--- config.mk ---
export PLATFORM = sky130hd
export DESIGN_NAME = aes_mode_controller
export DESIGN_NICKNAME = d
export VERILOG_FILES = /design/src/rtl/aes_mode_controller.sv
export SDC_FILE = /design/constraint.sdc
export NUM_CORES = 1
export LEC_CHECK = 0
export CORE_AREA = 2 2 290 292
export CTS_CLUSTER_SIZE = 14
export DETAILED_ROUTE_END_ITERATION = 12
export DIE_AREA = 0 0 292 294
export GPL_TIMING_DRIVEN = 0
export PLACE_DENSITY_LB_ADDON = 0.25
export SLEW_MARGIN = 10
export SYNTH_ARGS = -nofsm -noshare
export SYNTH_HDL_FRONTEND = slang
export SYNTH_SLANG_ARGS = --single-unit
--- constraint.sdc ---
create_clock -name clk -period 6.45 [get_ports clk]
set_input_delay 0.645 -clock clk [delete_from_list [all_inputs] [get_ports clk]]
set_output_delay 0.645 -clock clk [all_outputs]
set_load 0.01 [all_outputs]
--- src/rtl/aes_mode_controller.sv ---
// aes_mode_controller: streams FIFO blocks through an external AES core in ECB or CBC mode.
// CBC chaining and SET_IV support exist only when AES_CBC_MODE_EN is defined.
`timescale 1ns/1ps
`default_nettype none

`ifndef WORD_S
`define WORD_S 32
`endif
`ifndef BLK_S
`define BLK_S 128
`endif
`ifndef KEY_S
`define KEY_S 128
`endif
`ifndef SET_KEY
`define SET_KEY 32'h0000_0001
`endif
`ifndef SET_IV
`define SET_IV 32'h0000_0002
`endif
`ifndef ENCRYPT
`define ENCRYPT 32'h0000_0003
`endif
`ifndef DECRYPT
`define DECRYPT 32'h0000_0004
`endif

module aes_mode_controller #(
  parameter int IN_FIFO_ADDR_WIDTH  = 9,
  parameter int OUT_FIFO_ADDR_WIDTH = 9,
  parameter int FIFO_DATA_WIDTH     = 128
) (
  input  logic                           clk,
  input  logic                           reset_n,
  input  logic                           en,
  input  logic [`WORD_S-1:0]             aes_cmd,
  input  logic                           cbc_mode,
  input  logic [FIFO_DATA_WIDTH-1:0]     in_fifo_data,
  input  logic [IN_FIFO_ADDR_WIDTH-1:0]  in_fifo_blk_cnt,
  output logic                           in_fifo_r_e,
  output logic [IN_FIFO_ADDR_WIDTH-1:0]  in_fifo_addr,
  output logic                           out_fifo_w_e,
  output logic [OUT_FIFO_ADDR_WIDTH-1:0] out_fifo_addr,
  output logic [FIFO_DATA_WIDTH-1:0]     out_fifo_data,
  output logic                           core_start,
  output logic [`WORD_S-1:0]             core_cmd,
  output logic [`KEY_S-1:0]              core_key,
  output logic [`BLK_S-1:0]              core_in_blk,
  input  logic [`BLK_S-1:0]              core_out_blk,
  input  logic                           core_done,
  output logic                           busy,
  output logic                           en_o,
  output logic                           err_o
);

  typedef enum logic [2:0] {IDLE, FETCH, START, WAIT, DONE} state_t;

  state_t                         state;
  logic [`WORD_S-1:0]             cmd_q;
  logic                           err_q;
  logic [IN_FIFO_ADDR_WIDTH-1:0]  blk_cnt_q;
  logic [IN_FIFO_ADDR_WIDTH-1:0]  read_ptr;
  logic [OUT_FIFO_ADDR_WIDTH-1:0] write_ptr;
  logic [IN_FIFO_ADDR_WIDTH-1:0]  rp_next;
  logic [`BLK_S-1:0]              data_sw;
  logic [`BLK_S-1:0]              blk_in_next;
  logic [`BLK_S-1:0]              result;
  logic                           cmd_known;
  logic                           is_set_iv;

  // Reverse the byte order inside every 32-bit word (byte i <-> byte i^3).
  function automatic logic [`BLK_S-1:0] bswap(input logic [`BLK_S-1:0] d);
    logic [`BLK_S-1:0] r;
    for (int i = 0; i < `BLK_S/8; i++) r[i*8 +: 8] = d[(i ^ 3)*8 +: 8];
    return r;
  endfunction

  assign data_sw = bswap(in_fifo_data);
  assign rp_next = read_ptr + IN_FIFO_ADDR_WIDTH'(1);

`ifdef AES_CBC_MODE_EN
  logic              cbc_q;
  logic [`BLK_S-1:0] iv_q;
  logic [`BLK_S-1:0] chain_q;
  logic [`BLK_S-1:0] in_blk_q;

  assign is_set_iv = (cmd_q == `SET_IV);
  assign cmd_known = (aes_cmd == `SET_KEY) || (aes_cmd == `ENCRYPT) ||
                     (aes_cmd == `DECRYPT) || (aes_cmd == `SET_IV);

  always_comb begin
    blk_in_next = data_sw;
    result      = core_out_blk;
    if (cmd_q == `SET_KEY)                   blk_in_next = '0;
    else if (cbc_q && cmd_q == `ENCRYPT)     blk_in_next = data_sw ^ chain_q;
    if (cbc_q && cmd_q == `DECRYPT)          result      = core_out_blk ^ chain_q;
  end

  // The chain restarts from the IV on every command; only SET_IV rewrites the IV.
  always_ff @(posedge clk or negedge reset_n) begin
    if (!reset_n) begin
      cbc_q    <= 1'b0;
      iv_q     <= '0;
      chain_q  <= '0;
      in_blk_q <= '0;
    end else begin
      case (state)
        IDLE: if (en) begin
          cbc_q   <= cbc_mode;
          chain_q <= iv_q;
        end
        START: begin
          in_blk_q <= data_sw;
          if (cmd_q == `SET_IV) iv_q <= data_sw;
        end
        WAIT: if (core_done && cbc_q) begin
          if (cmd_q == `ENCRYPT)      chain_q <= core_out_blk;
          else if (cmd_q == `DECRYPT) chain_q <= in_blk_q;
        end
        default: ;
      endcase
    end
  end
`else
  logic unused_cbc_mode;
  assign unused_cbc_mode = cbc_mode;
  assign is_set_iv = 1'b0;
  assign cmd_known = (aes_cmd == `SET_KEY) || (aes_cmd == `ENCRYPT) ||
                     (aes_cmd == `DECRYPT);

  always_comb begin
    blk_in_next = (cmd_q == `SET_KEY) ? '0 : data_sw;
    result      = core_out_blk;
  end
`endif

  always_ff @(posedge clk or negedge reset_n) begin
    if (!reset_n) begin
      state         <= IDLE;
      cmd_q         <= '0;
      err_q         <= 1'b0;
      blk_cnt_q     <= '0;
      read_ptr      <= '0;
      write_ptr     <= '0;
      in_fifo_r_e   <= 1'b0;
      in_fifo_addr  <= '0;
      out_fifo_w_e  <= 1'b0;
      out_fifo_addr <= '0;
      out_fifo_data <= '0;
      core_start    <= 1'b0;
      core_cmd      <= '0;
      core_key      <= '0;
      core_in_blk   <= '0;
      busy          <= 1'b0;
      en_o          <= 1'b0;
      err_o         <= 1'b0;
    end else begin
      in_fifo_r_e  <= 1'b0;
      out_fifo_w_e <= 1'b0;
      core_start   <= 1'b0;
      en_o         <= 1'b0;
      err_o        <= 1'b0;
      case (state)
        IDLE: if (en) begin
          cmd_q     <= aes_cmd;
          err_q     <= !cmd_known;
          blk_cnt_q <= in_fifo_blk_cnt;
          read_ptr  <= '0;
          write_ptr <= '0;
          busy      <= 1'b1;
          if (!cmd_known || in_fifo_blk_cnt == '0) begin
            state <= DONE;
          end else begin
            state        <= FETCH;
            in_fifo_r_e  <= 1'b1;
            in_fifo_addr <= '0;
          end
        end
        FETCH: state <= START;
        START: begin
          if (is_set_iv) begin
            state <= DONE;
          end else begin
            core_start  <= 1'b1;
            core_cmd    <= cmd_q;
            core_key    <= (cmd_q == `SET_KEY) ? data_sw : '0;
            core_in_blk <= blk_in_next;
            state       <= WAIT;
          end
        end
        WAIT: if (core_done) begin
          if (cmd_q == `SET_KEY) begin
            state <= DONE;
          end else begin
            out_fifo_w_e  <= 1'b1;
            out_fifo_addr <= write_ptr;
            out_fifo_data <= bswap(result);
            read_ptr      <= rp_next;
            write_ptr     <= write_ptr + OUT_FIFO_ADDR_WIDTH'(1);
            if (rp_next == blk_cnt_q) begin
              state <= DONE;
            end else begin
              state        <= FETCH;
              in_fifo_r_e  <= 1'b1;
              in_fifo_addr <= rp_next;
            end
          end
        end
        DONE: begin
          en_o  <= 1'b1;
          err_o <= err_q;
          busy  <= 1'b0;
          state <= IDLE;
        end
        default: state <= IDLE;
      endcase
    end
  end

endmodule

`default_nettype wire

==> impl_results.html <==
<table>
<tr><th>Metric</th><th>Value</th></tr>
<tr><th colspan="2">Routing</th></tr>
<tr><td>Drt via density</td><td>4.26</td></tr>
<tr><td>Detailed-router iteration count before antenna repair</td><td>6</td></tr>
<tr><td>Vias post-DR</td><td>16700</td></tr>
<tr><td>Post-route antenna net violation count</td><td>0</td></tr>
<tr><td>WL per Instance</td><td>19.9 um</td></tr>
<tr><td>Final WL</td><td>78300 um</td></tr>
<tr><td>Number of DRC markers in iteration 0</td><td>811</td></tr>
<tr><td>Drt drc</td><td>0</td></tr>
<tr><th colspan="2">Global routing</th></tr>
<tr><td>Maximum number of pins on one net before global-route repair</td><td>103</td></tr>
<tr><td>Overall global routing resource usage</td><td>17.7%</td></tr>
<tr><td>Wire length of the first global-routing pass</td><td>115000 um</td></tr>
<tr><td>Vias in the first global route</td><td>16900</td></tr>
<tr><td>Overall overflow remaining after global route</td><td>0</td></tr>
<tr><td>Antenna violations before repair</td><td>5</td></tr>
<tr><th colspan="2">CTS</th></tr>
<tr><td>CTS tree</td><td>built</td></tr>
<tr><td>CTS sink count</td><td>503</td></tr>
<tr><td>Clock transition at path regs</td><td>60 ps</td></tr>
<tr><td>Clock buffers created by TritonCTS</td><td>58</td></tr>
<tr><td>Root buffer cell</td><td>sky130_fd_sc_hd__clkbuf_16</td></tr>
<tr><td>CTS H-tree depth</td><td>2</td></tr>
<tr><td>Number of setup buffers added after CTS</td><td>0</td></tr>
<tr><td>Number of buffers on the longest clock path</td><td>3</td></tr>
<tr><td>Clock latency reported for the late side of the worst-skew pair</td><td>610 ps</td></tr>
<tr><th colspan="2">Pwr</th></tr>
<tr><td>Worst vdd ir</td><td>0.247 mV</td></tr>
<tr><td>Leakage</td><td>13.4 nW</td></tr>
<tr><td>Power per standard cell area</td><td>451 nW/um^2</td></tr>
<tr><th colspan="2">Placed design</th></tr>
<tr><td>Worst Setup Slack post-DPL</td><td>2640 ps</td></tr>
<tr><td>Gpl congestion</td><td>0.863</td></tr>
<tr><td>Detailed placement HPWL</td><td>60200 um</td></tr>
<tr><td>Port bufs</td><td>740</td></tr>
<tr><td>Post-placement cell count</td><td>3819</td></tr>
<tr><th colspan="2">Floorplan</th></tr>
<tr><td>Row Count</td><td>106</td></tr>
<tr><td>Die Outline Area</td><td>85800 um^2</td></tr>
<tr><td>I/O pin total</td><td>742</td></tr>
<tr><td>Placeable Area</td><td>82900 um^2</td></tr>
<tr><td>Initial standard-cell utilization of the core</td><td>23.3%</td></tr>
<tr><td>Die Height</td><td>294 um</td></tr>
<tr><td>Chip width</td><td>292 um</td></tr>
<tr><th colspan="2">Worst setup path</th></tr>
<tr><td>Endpoint arrival time on the critical path</td><td>4160 ps</td></tr>
<tr><td>Cell with the largest stage delay on the worst path</td><td>sky130_fd_sc_hd__clkbuf_1</td></tr>
<tr><td>Worst flop-to-flop path endpoint</td><td>core_in_blk[73]</td></tr>
<tr><td>Required time reported for the critical path endpoint</td><td>6970 ps</td></tr>
<tr><td>Critical path start-end classification</td><td>flop to flop</td></tr>
<tr><td>Stage delay of the slowest cell on the critical path</td><td>810 ps</td></tr>
<tr><td>Top cell by count, worst path</td><td>sky130_fd_sc_hd__clkbuf_1</td></tr>
<tr><td>Reg2Reg Launch Point</td><td>state[0]</td></tr>
<tr><td>Worst Path Max Fanout</td><td>11</td></tr>
<tr><td>Slack of the worst reg-to-reg path</td><td>2810 ps</td></tr>
<tr><td>Cells on worst reg2reg path</td><td>8</td></tr>
<tr><td>Kind of start point of the critical path</td><td>flop</td></tr>
<tr><td>CP endpoint kind</td><td>flop</td></tr>
<tr><td>Ordered list of cells on the worst path</td><td>inv_1, nand3_1, clkbuf_1, inv_2, clkbuf_1, clkbuf_1, nand2_1, o21ai_0</td></tr>
<tr><th colspan="2">Layout</th></tr>
<tr><td>Fraction of final layout cells with drive strength greater than 1</td><td>6.11%</td></tr>
<tr><td>Synth-to-Final Area Change</td><td>56.2%</td></tr>
<tr><td>Final-stage net count</td><td>3104</td></tr>
<tr><td>Non-Filler Instances</td><td>3928</td></tr>
<tr><td>Area of the multi-input gates</td><td>6210 um^2</td></tr>
<tr><td>Count of fill cells added during filler insertion</td><td>8439</td></tr>
<tr><td>Final design utilization</td><td>36.4%</td></tr>
<tr><td>Combined flip-flop and latch cell area</td><td>12600 um^2</td></tr>
<tr><th colspan="2">Logic synthesis</th></tr>
<tr><td>Library cells used by synthesis</td><td>44</td></tr>
<tr><td>Post-synthesis instance total</td><td>1994</td></tr>
<tr><td>Synthesis Warnings</td><td>0</td></tr>
<tr><td>Dominant cell type by area after synthesis</td><td>sky130_fd_sc_hd__dfrtp_1</td></tr>
<tr><td>Post-Syn Nets</td><td>2298</td></tr>
<tr><td>Synthesized cell area</td><td>19300 um^2</td></tr>
<tr><td>Area fraction of the dominant cell type after synthesis</td><td>65.2%</td></tr>
<tr><td>Count of state elements after synthesis</td><td>503</td></tr>
<tr><td>Register area share after synthesis</td><td>65.2%</td></tr>
<tr><td>Synth top area cells</td><td>sky130_fd_sc_hd__dfrtp_1 65%, sky130_fd_sc_hd__nand2_1 18%, sky130_fd_sc_hd__o21ai_0 7.1%</td></tr>
<tr><td>Synthesized area divided by synthesized cell count</td><td>9.69 um^2</td></tr>
<tr><th colspan="2">Min path</th></tr>
<tr><td>Hold path endpoint</td><td>out_fifo_data[126]</td></tr>
<tr><td>Start point of the worst hold path</td><td>out_fifo_data[126]</td></tr>
<tr><td>HP Class</td><td>flop to flop</td></tr>
<tr><td>Hold path depth</td><td>2</td></tr>
<tr><th colspan="2">STA</th></tr>
<tr><td>Setup repair after global routing missed its margin</td><td>no</td></tr>
<tr><td>Tcrit/Tclk final</td><td>56.4%</td></tr>
<tr><td>Total setup violations reported at the end of the flow</td><td>0</td></tr>
<tr><td>Final slew viol count</td><td>0</td></tr>
<tr><td>Post-layout min period</td><td>3640 ps</td></tr>
<tr><td>Final Hold Vio Count</td><td>0</td></tr>
<tr><td>Worst setup margin</td><td>2810 ps</td></tr>
<tr><td>Worst max-slew margin expressed relative to the limit</td><td>25.6%</td></tr>
<tr><td>Post-route clock skew</td><td>34.7 ps</td></tr>
<tr><td>Slew at the pin with the worst max-slew slack</td><td>1120 ps</td></tr>
<tr><td>Fmax</td><td>275 MHz</td></tr>
<tr><th colspan="2">Outcome</th></tr>
<tr><td>Run status</td><td>complete, no violations</td></tr>
<tr><th colspan="2">Run</th></tr>
<tr><td>Max-cap check violation count</td><td>0</td></tr>
</table>
per-layer routing:
layer | wire length (um) | track usage, % | up-vias
li1 | - | - | 8062
met1 | 32200 | 21.8 | 8135
met3 | 5450 | 5.27 | 91
met5 | 37 | 0 | -
met4 | 1470 | 3.91 | 6
met2 | 39200 | 30.5 | 455
layout by cell type (no fill, tap or decap), types with 5 or more instances in the layout:
cell type,n
sky130_fd_sc_hd__nand2_1,915
sky130_fd_sc_hd__clkdlybuf4s50_1,739
sky130_fd_sc_hd__dfrtp_1,503
sky130_fd_sc_hd__o21ai_0,273
sky130_fd_sc_hd__clkbuf_1,107
sky130_fd_sc_hd__clkbuf_16,59
sky130_fd_sc_hd__mux2_2,41
sky130_fd_sc_hd__buf_2,23
sky130_fd_sc_hd__clkbuf_8,17
sky130_fd_sc_hd__nor4_1,15
sky130_fd_sc_hd__nor2_1,14
sky130_fd_sc_hd__nand3_1,14
sky130_fd_sc_hd__xnor2_1,11
sky130_fd_sc_hd__nand4_1,9
sky130_fd_sc_hd__a21oi_1,8
sky130_fd_sc_hd__clkinv_2,8
sky130_fd_sc_hd__or3_1,7
sky130_fd_sc_hd__nor3_1,6
sky130_fd_sc_hd__and3_1,5
sky130_fd_sc_hd__o21ai_1,5
sky130_fd_sc_hd__inv_1,5
sky130_fd_sc_hd__buf_16,5
critical path: cells and delay by family (launching register included):
kind / cells / cell delay, ps
buf+inv: 5 / 2450
flops: 1 / 440
simple gates: 2 / 370
compound gates: 1 / 250
state kept, by name (all words and copies together) (netlist names):
signal,flops
in_fifo_addr,9
out_fifo_data,128
out_fifo_addr,9
write_ptr,9
cmd_q,32
read_ptr,9
core_start,1
blk_cnt_q,9
core_cmd,32
err_q,1
busy,1
out_fifo_w_e,1
en_o,1
err_o,1
core_in_blk,128
core_key,128
in_fifo_r_e,1
state,3
layout make-up:
cell class	instances	area share, %
repair buffers	746	25.0
plain buffers	120	1.64
inverters	7	0.0871
clock inverters	15	0.589
multi-input cells	1364	20.6
diodes	2	0.0166
clock buffers	91	5.85
well taps	1080	4.48
flip-flops and latches	503	41.7
where the power goes:
group          internal, mW  leakage, nW  switching [mW]
registers              4.23         6.47           0.654
clock network          1.99        0.955            1.36
logic                  2.43         5.95            2.95
total                  8.64         13.4            4.97
per-stage QoR:
step / instance area [um^2] / hold slack, ps / power, mW / setup TNS [ps]
2_1_floorplan: 19300 / 349 / 7.11 / 0
3_3_place_gp: 28100 / 457 / 10.4 / -9790600
3_5_place_dp: 28200 / 461 / 10.4 / 0
4_1_cts: 30200 / 476 / 13.8 / 0
5_1_grt: 30200 / 483 / 14.5 / 0
6_report: 30200 / 469 / 13.6 / 0
worst max-delay path by stage:
stage / from / endpoint / slack, ps / cells past startpoint
final: state[0] / core_in_blk[73] / 2810 / 8
after global routing: state[2] / core_in_blk[73] / 2570 / 8
after CTS: state[0] / core_in_blk[73] / 2600 / 8
after detailed placement: state[0] / core_in_blk[73] / 2640 / 8
after global placement: reset_n / core_cmd[19] / -19540 / 1
after floorplan: in_fifo_blk_cnt[2] / in_fifo_addr[5] / 4260 / 6
kinds of logic after synthesis:
| logic type | share of synthesized area [%] |
|---|---|
| xor gates and xnor gates | 0.913 |
| adders and majority gates | 0.130 |
| DFF | 65.2 |
| muxes | 2.75 |
| and+or+nand+nor | 20.2 |
| buffers and inverters | 2.69 |
| AOI/OAI and AO/OA | 8.16 |
cell usage after synthesis (all sizes together):
master / number
a211oi: 3
nand4: 10
xnor3: 2
xnor2: 11
and4: 1
or4: 2
or2: 2
xor2: 4
a32oi: 1
nor3: 6
o21ai: 278
clkbuf: 92
inv: 7
nor4b: 1
o21a: 1
o21bai: 1
or3: 7
o31ai: 5
and2: 1
nand2: 916
a21oi: 8
and3b: 1
nor2: 14
nand3: 14
mux2i: 1
buf: 28
o22ai: 1
ha: 2
and3: 5
dfrtp: 503
nand2b: 1
a2111oi: 2
a22o: 1
a21o: 2
mux2: 45
nor4: 15
what timing repair did:
item / in CTS / in global routing
hold buffers: 1 / 0
resized for setup: 0 / 0
hold endpoints to repair: 45 / 0
Power figures use the tool's default switching activity.
==> RTL change 1: new RTL, config.mk and constraints unchanged <==
The 5 states of `state_t` get a one-hot encoding in 5 bits.
--- a/src/rtl/aes_mode_controller.sv
+++ b/src/rtl/aes_mode_controller.sv
@@ -53,7 +53,7 @@
   output logic                           err_o
 );
 
-  typedef enum logic [2:0] {IDLE, FETCH, START, WAIT, DONE} state_t;
+  typedef enum logic [4:0] {IDLE = 5'b00001, FETCH = 5'b00010, START = 5'b00100, WAIT = 5'b01000, DONE = 5'b10000} state_t;
 
   state_t                         state;
   logic [`WORD_S-1:0]             cmd_q;
Function: no difference found for any inputs over 4 cycles, from zero or initial values and one cycle with reset_n low; so few cycles prove little.
==> RTL change 1 against the unedited design <==
  * Setup slack better by 0.18 ns
  * Final cell count grew 1.9%
  * Sequential cell count rose by 2
  * Count of clock-buffer cells in the layout is 3 lower
  * Wire length about the same
  * Design area increased by 0.19%
  * Synthesized area rose by 0.35%
  * Clock skew decreased by 0.019 ns
  * Critical path type unchanged
Power is not compared: it rests on default switching activity, and its combinational part moved more than twofold at a synthesized area within 25%.
==> RTL change 1: results (changes against the unedited design) <==
[outcome]
status = finished clean

[logic_synthesis]
synthMuxAreaShare_pct = 1.09  ; -1.7 points
netlist_top_cells_area = dfrtp_1, nand2_1, o21ai_0
syn_nets = 2371  ; +3.2%
synthArstFlopShare_pct = 100  ; unchanged
ys_seq_area_share_pct = 65.2  ; about the same
synth_cell_type_count = 47  ; +6.8%
synth_compound_area_share_pct = 7.46  ; -0.70 points
synth_xor_xnor_area_share_pct = 1.22  ; +0.31 points
ys_top_cells_by_count = nand2_1, dfrtp_1, o21ai_0
ys_warn_count = 0  ; unchanged
synth_fa_ha_area_share_pct = 0.129  ; -0.00045 points

[finish]
nets = 3177  ; +2.4%
drive_gt1_share_pct = 4.25  ; -1.9 points

[route]
drt_iter0_markers = 828  ; +2.1%
wl_mm = 78.4  ; about the same
via_per_inst = 4.29  ; +0.63%
dr.pass1.iters = 5  ; -1

[timing]
skew_ns = 0.0160  ; -0.0186 ns
slew_headroom_pct = 20.8  ; -4.8 points

[cts]
cts_setup_buffers = 0  ; unchanged
ctsHoldBuffers = 1  ; unchanged
cts_root_buffer = clkbuf_16
cts_max_path_buffers = 3  ; unchanged

[grt]
grt_pass1_wl_mm = 116  ; +1.3%
grt_max_degree = 103  ; unchanged
antenna_found_initial = 9  ; +4
grt_use_total_pct = 17.9  ; +0.19 points
grt_pass1_vias = 17700  ; +4.7%

[power_and_ir_drop]
leakagePower_nw = 14.0

[placement]
hpwl_mm = 59.3  ; -1.5%
placed_area_mm2 = 0.0283  ; +0.24%
gp_congestion = 0.828  ; -4.1%

[setup_path]
cp_top_family = simple AND/OR/NAND/NOR gates
crit_path_max_fanout = 10  ; -1
worstPathArrival_ns = 3.95  ; -0.21 ns
max_stage_delay_ns = 0.63  ; -0.18 ns
cpMaxStageDelayCell = o21ai_1

-- RTL change 1: power by group --
part           leakage [nW]  internal [W]  switching, W
combinational          7.40      0.000527      0.000420
sequential             5.63       0.00338      0.000145
clock                 0.962       0.00198       0.00136
total                  14.0       0.00589       0.00192
-- RTL change 1: final cells by class --
class	instances	area (um^2)
Antenna cell	5	12.5
Buffer	123	473
Clock buffer	88	1760
Clock inverter	17	171
Fill cell	8511	52700
Inverter	5	18.8
Multi-Input combinational cell	1434	6260
Sequential cell	505	12600
Tap cell	1080	1350
Timing Repair Buffer	746	7560
-- RTL change 1: worst paths after layout --
check	startpoint	endpoint	slack, ns	cells past startpoint
worst max register to register	cmd_q[8]$_DFFE_PN0P_	out_fifo_data[7]$_DFFE_PN0P_	2.99	9
worst min register to register	out_fifo_data[89]$_DFFE_PN0P_	out_fifo_data[89]$_DFFE_PN0P_	0.47	2
worst min-delay path	out_fifo_data[89]$_DFFE_PN0P_	out_fifo_data[89]$_DFFE_PN0P_	0.47	2
max in group asynchronous	reset_n	core_in_blk[95]$_DFFE_PN0P_	4.15	5
min in group asynchronous	reset_n	out_fifo_w_e$_DFF_PN0_	0.52	2
worst max-delay path	cmd_q[8]$_DFFE_PN0P_	out_fifo_data[7]$_DFFE_PN0P_	2.99	9
-- RTL change 1: per-layer routing --
metal | vias up | track usage, % | wire [um]
li1 | 8206 | - | -
met1 | 8242 | 21.8 | 32000
met2 | 607 | 30.0 | 37600
met3 | 114 | 5.91 | 6590
met4 | 8 | 5.32 | 2130
met5 | - | 0 | 43
-- RTL change 1: metrics by stage --
step / std cells / util [%] / worst slack, ns / hold WS, ns
floorplan: 2067 / - / 4.16 / 0.349
global placement: 3887 / 34.0 / -19.64 / 0.457
detailed placement: 3892 / 34.1 / 2.73 / 0.461
CTS: 3998 / 36.5 / 2.79 / 0.476
global route: 4002 / 36.5 / 2.68 / 0.491
finish: 4003 / 36.5 / 2.99 / 0.470
-- RTL change 1: worst reg2reg max path, cell delays in order, from the launching register on --
cell and delay (ns):
dfrtp_1 0.41, nor4_1 0.47, nand4_1 0.41, o21ai_1 0.63, inv_1 0.13, buf_2 0.24
clkbuf_1 0.34, clkbuf_1 0.43, nand2_1 0.24, nand2_1 0.06
-- RTL change 1: cells by family after synthesis --
logic type               Yosys count
XOR/XNOR                          20
buffers and inverters            128
AO/OA/AOI/OAI                    283
adder cells (fa/ha/maj)            2
flip-flops                       505
multiplexers                      16
AND/OR/NAND/NOR                 1113
==> RTL change 2: new RTL, same flow settings <==
Made on the original files. The option `AES_CBC_MODE_EN` is turned on by a define.
--- a/src/rtl/aes_mode_controller.sv
+++ b/src/rtl/aes_mode_controller.sv
@@ -2,6 +2,8 @@
 // CBC chaining and SET_IV support exist only when AES_CBC_MODE_EN is defined.
 `timescale 1ns/1ps
 `default_nettype none
+
+`define AES_CBC_MODE_EN
 
 `ifndef WORD_S
 `define WORD_S 32
Formal check against the unedited RTL: not equivalent (a bounded check fails within 4 cycles, from zero or initial values and one cycle with reset_n low).
==> RTL change 2 against the unedited design <==
  * Count of clock-buffer cells in the layout is 39 higher
  * Critical path type unchanged
  * Power up 41%
  * Final cell count is 52% higher
  * Wire length up 82%
  * Design area is 69% higher
  * Sequential cell count grew 385
  * Largest cell class unchanged
  * Synthesized area increased by 100%
  * Largest power group is now registers
  * Setup slack worse by 0.53 ns
  * Critical endpoint is now core_key[93]$_DFFE_PN0P_
==> RTL change 2: results (changes against the unedited design) <==
[logic_synthesis]
ys_seq_area_share_pct = 57.5  ; -7.6 points
synthArstFlopShare_pct = 100  ; unchanged
ys_top_cells_by_count = nand2_1, dfrtp_1, nand3_1
syn_nets = 4248  ; +85%
synth_compound_area_share_pct = 9.76  ; +1.6 points
synth_fa_ha_area_share_pct = 0.0648  ; -0.065 points
ys_warn_count = 0  ; unchanged
netlist_top_cells_area = dfrtp_1, nand2_1, xor2_1
synth_xor_xnor_area_share_pct = 6.28  ; +5.4 points
synthMuxAreaShare_pct = 4.00  ; +1.3 points
synth_cell_type_count = 48  ; +9.1%

[grt]
grt_pass1_wl_mm = 213  ; +85%
use_met2_pct = 52.5  ; +22 points
use_met1_pct = 42.3  ; +21 points
grt_use_total_pct = 32.7  ; +15 points
antenna_found_initial = 24  ; +19
use_met3_pct = 7.42  ; +2.1 points
grt_pass1_vias = 33700  ; +100%
grt_max_degree = 149  ; +45%

[worst_hold_path]
whs_endpoint = err_q$_DFFE_PN0P_
min-delay-start = err_q$_DFFE_PN0P_

[power_and_ir_drop]
pwr-share-comb_pct = 26.9  ; -13 points
leakagePower_nw = 22.2  ; +66%
power.switching_w = 0.00634  ; +28%
irDropWorstVdd_mv = 0.221  ; -11%
pwr-share-clk_pct = 30.0  ; +5.4 points
power_density_mw_per_mm2 = 376  ; -17%

[finish]
nets = 5093  ; +64%
drive_gt1_share_pct = 8.07  ; +2.0 points
num-fill-cells = 6927  ; -18%

[setup_path]
timing.rr.start = cmd_q[12]$_DFFE_PN0P_
crit_required_ns = 7.04  ; +0.07 ns
r2r_slack_ns = 2.28  ; -0.53 ns
crit_path_max_fanout = 10  ; -1
r2r_end = core_key[93]$_DFFE_PN0P_

[route]
drt-met1-wl_mm = 57.0  ; +77%
dr.pass1.iters = 6  ; unchanged
drt_iter0_markers = 3129  ; +290%
via_per_inst = 5.65  ; +33%
route.met3.wl_mm = 11.9  ; +120%
wl_met2_mm = 67.4  ; +72%
routedWlPerCell_um = 24.0  ; +20%

[timing]
period_share_pct = 64.7  ; +8.3 points
tightest_slew_ns = 1.28  ; +0.168 ns
setup_viol = 0  ; unchanged
skew_ns = 0.0359  ; +0.00119 ns

[cts]
cts_root_buffer = clkbuf_16
clkLatencyLatePin_ns = 0.66  ; +0.05 ns
cts_inserted_buffers = 94  ; +62%
post_cts_resized = 0  ; unchanged
h-tree-depth = 3  ; +1

[placement]
placed_area_mm2 = 0.0476  ; +69%
gp_congestion = 0.922  ; +6.8%
io_buffers = 741  ; +0.14%
hpwl_mm = 102  ; +70%
dp_slack_ns = 2.02  ; -0.618 ns

[outcome]
status = finished clean

-- RTL change 2: cell types whose count changed after synthesis, moves of 127 or more --
cell / unedited run / this run
a41oi_1: 0 / 128
nand2_1: 915 / 1170
dfrtp_1: 503 / 888
a22o_1: 1 / 128
nor2_1: 14 / 162
nand3_1: 14 / 390
xor2_1: 4 / 266
-- RTL change 2: worst max-delay path by stage --
stage,startpoint,endpoint,cells past startpoint
after detailed placement,en,chain_q[76]$_DFFE_PN0P_,7
after CTS,cmd_q[12]$_DFFE_PN0P_,core_key[93]$_DFFE_PN0P_,8
after global placement,reset_n,core_key[80]$_DFFE_PN0P_,1
after global routing,cmd_q[12]$_DFFE_PN0P_,core_key[91]$_DFFE_PN0P_,8
final,cmd_q[12]$_DFFE_PN0P_,core_key[93]$_DFFE_PN0P_,8
after floorplan,read_ptr[0]$_DFFE_PN0P_,in_fifo_addr[5]$_DFFE_PN0P_,9
-- RTL change 2: worst max-delay path, cell delays in order, from the launching register on --
cell      delay (ns)
dfrtp_1         0.40
nor4_1          0.58
nand4_1         0.23
or3_1           0.45
nand2_1         0.13
buf_2           0.59
buf_2           0.73
clkbuf_1        0.68
a22o_1          0.27
-- RTL change 2: final cells by class --
type	instances	share of cell area, %
Buffer	296	2.45
Antenna cell	15	0.0738
Tap cell	1080	2.66
Clock inverter	37	1.10
Timing Repair Buffer	749	15.0
Sequential cell	888	43.7
Multi-Input combinational cell	2753	29.8
Clock buffer	130	5.27
Inverter	7	0.0566
-- RTL change 2: per-stage QoR --
stage | std cells | total power [W] | hold WS (ns)
finish | 5955 | 0.0192 | 0.466
global route | 5951 | 0.0201 | 0.491
CTS | 5940 | 0.0192 | 0.466
detailed placement | 5772 | 0.0134 | 0.454
global placement | 5765 | 0.0133 | 0.442
floorplan | 3944 | 0.0104 | 0.349
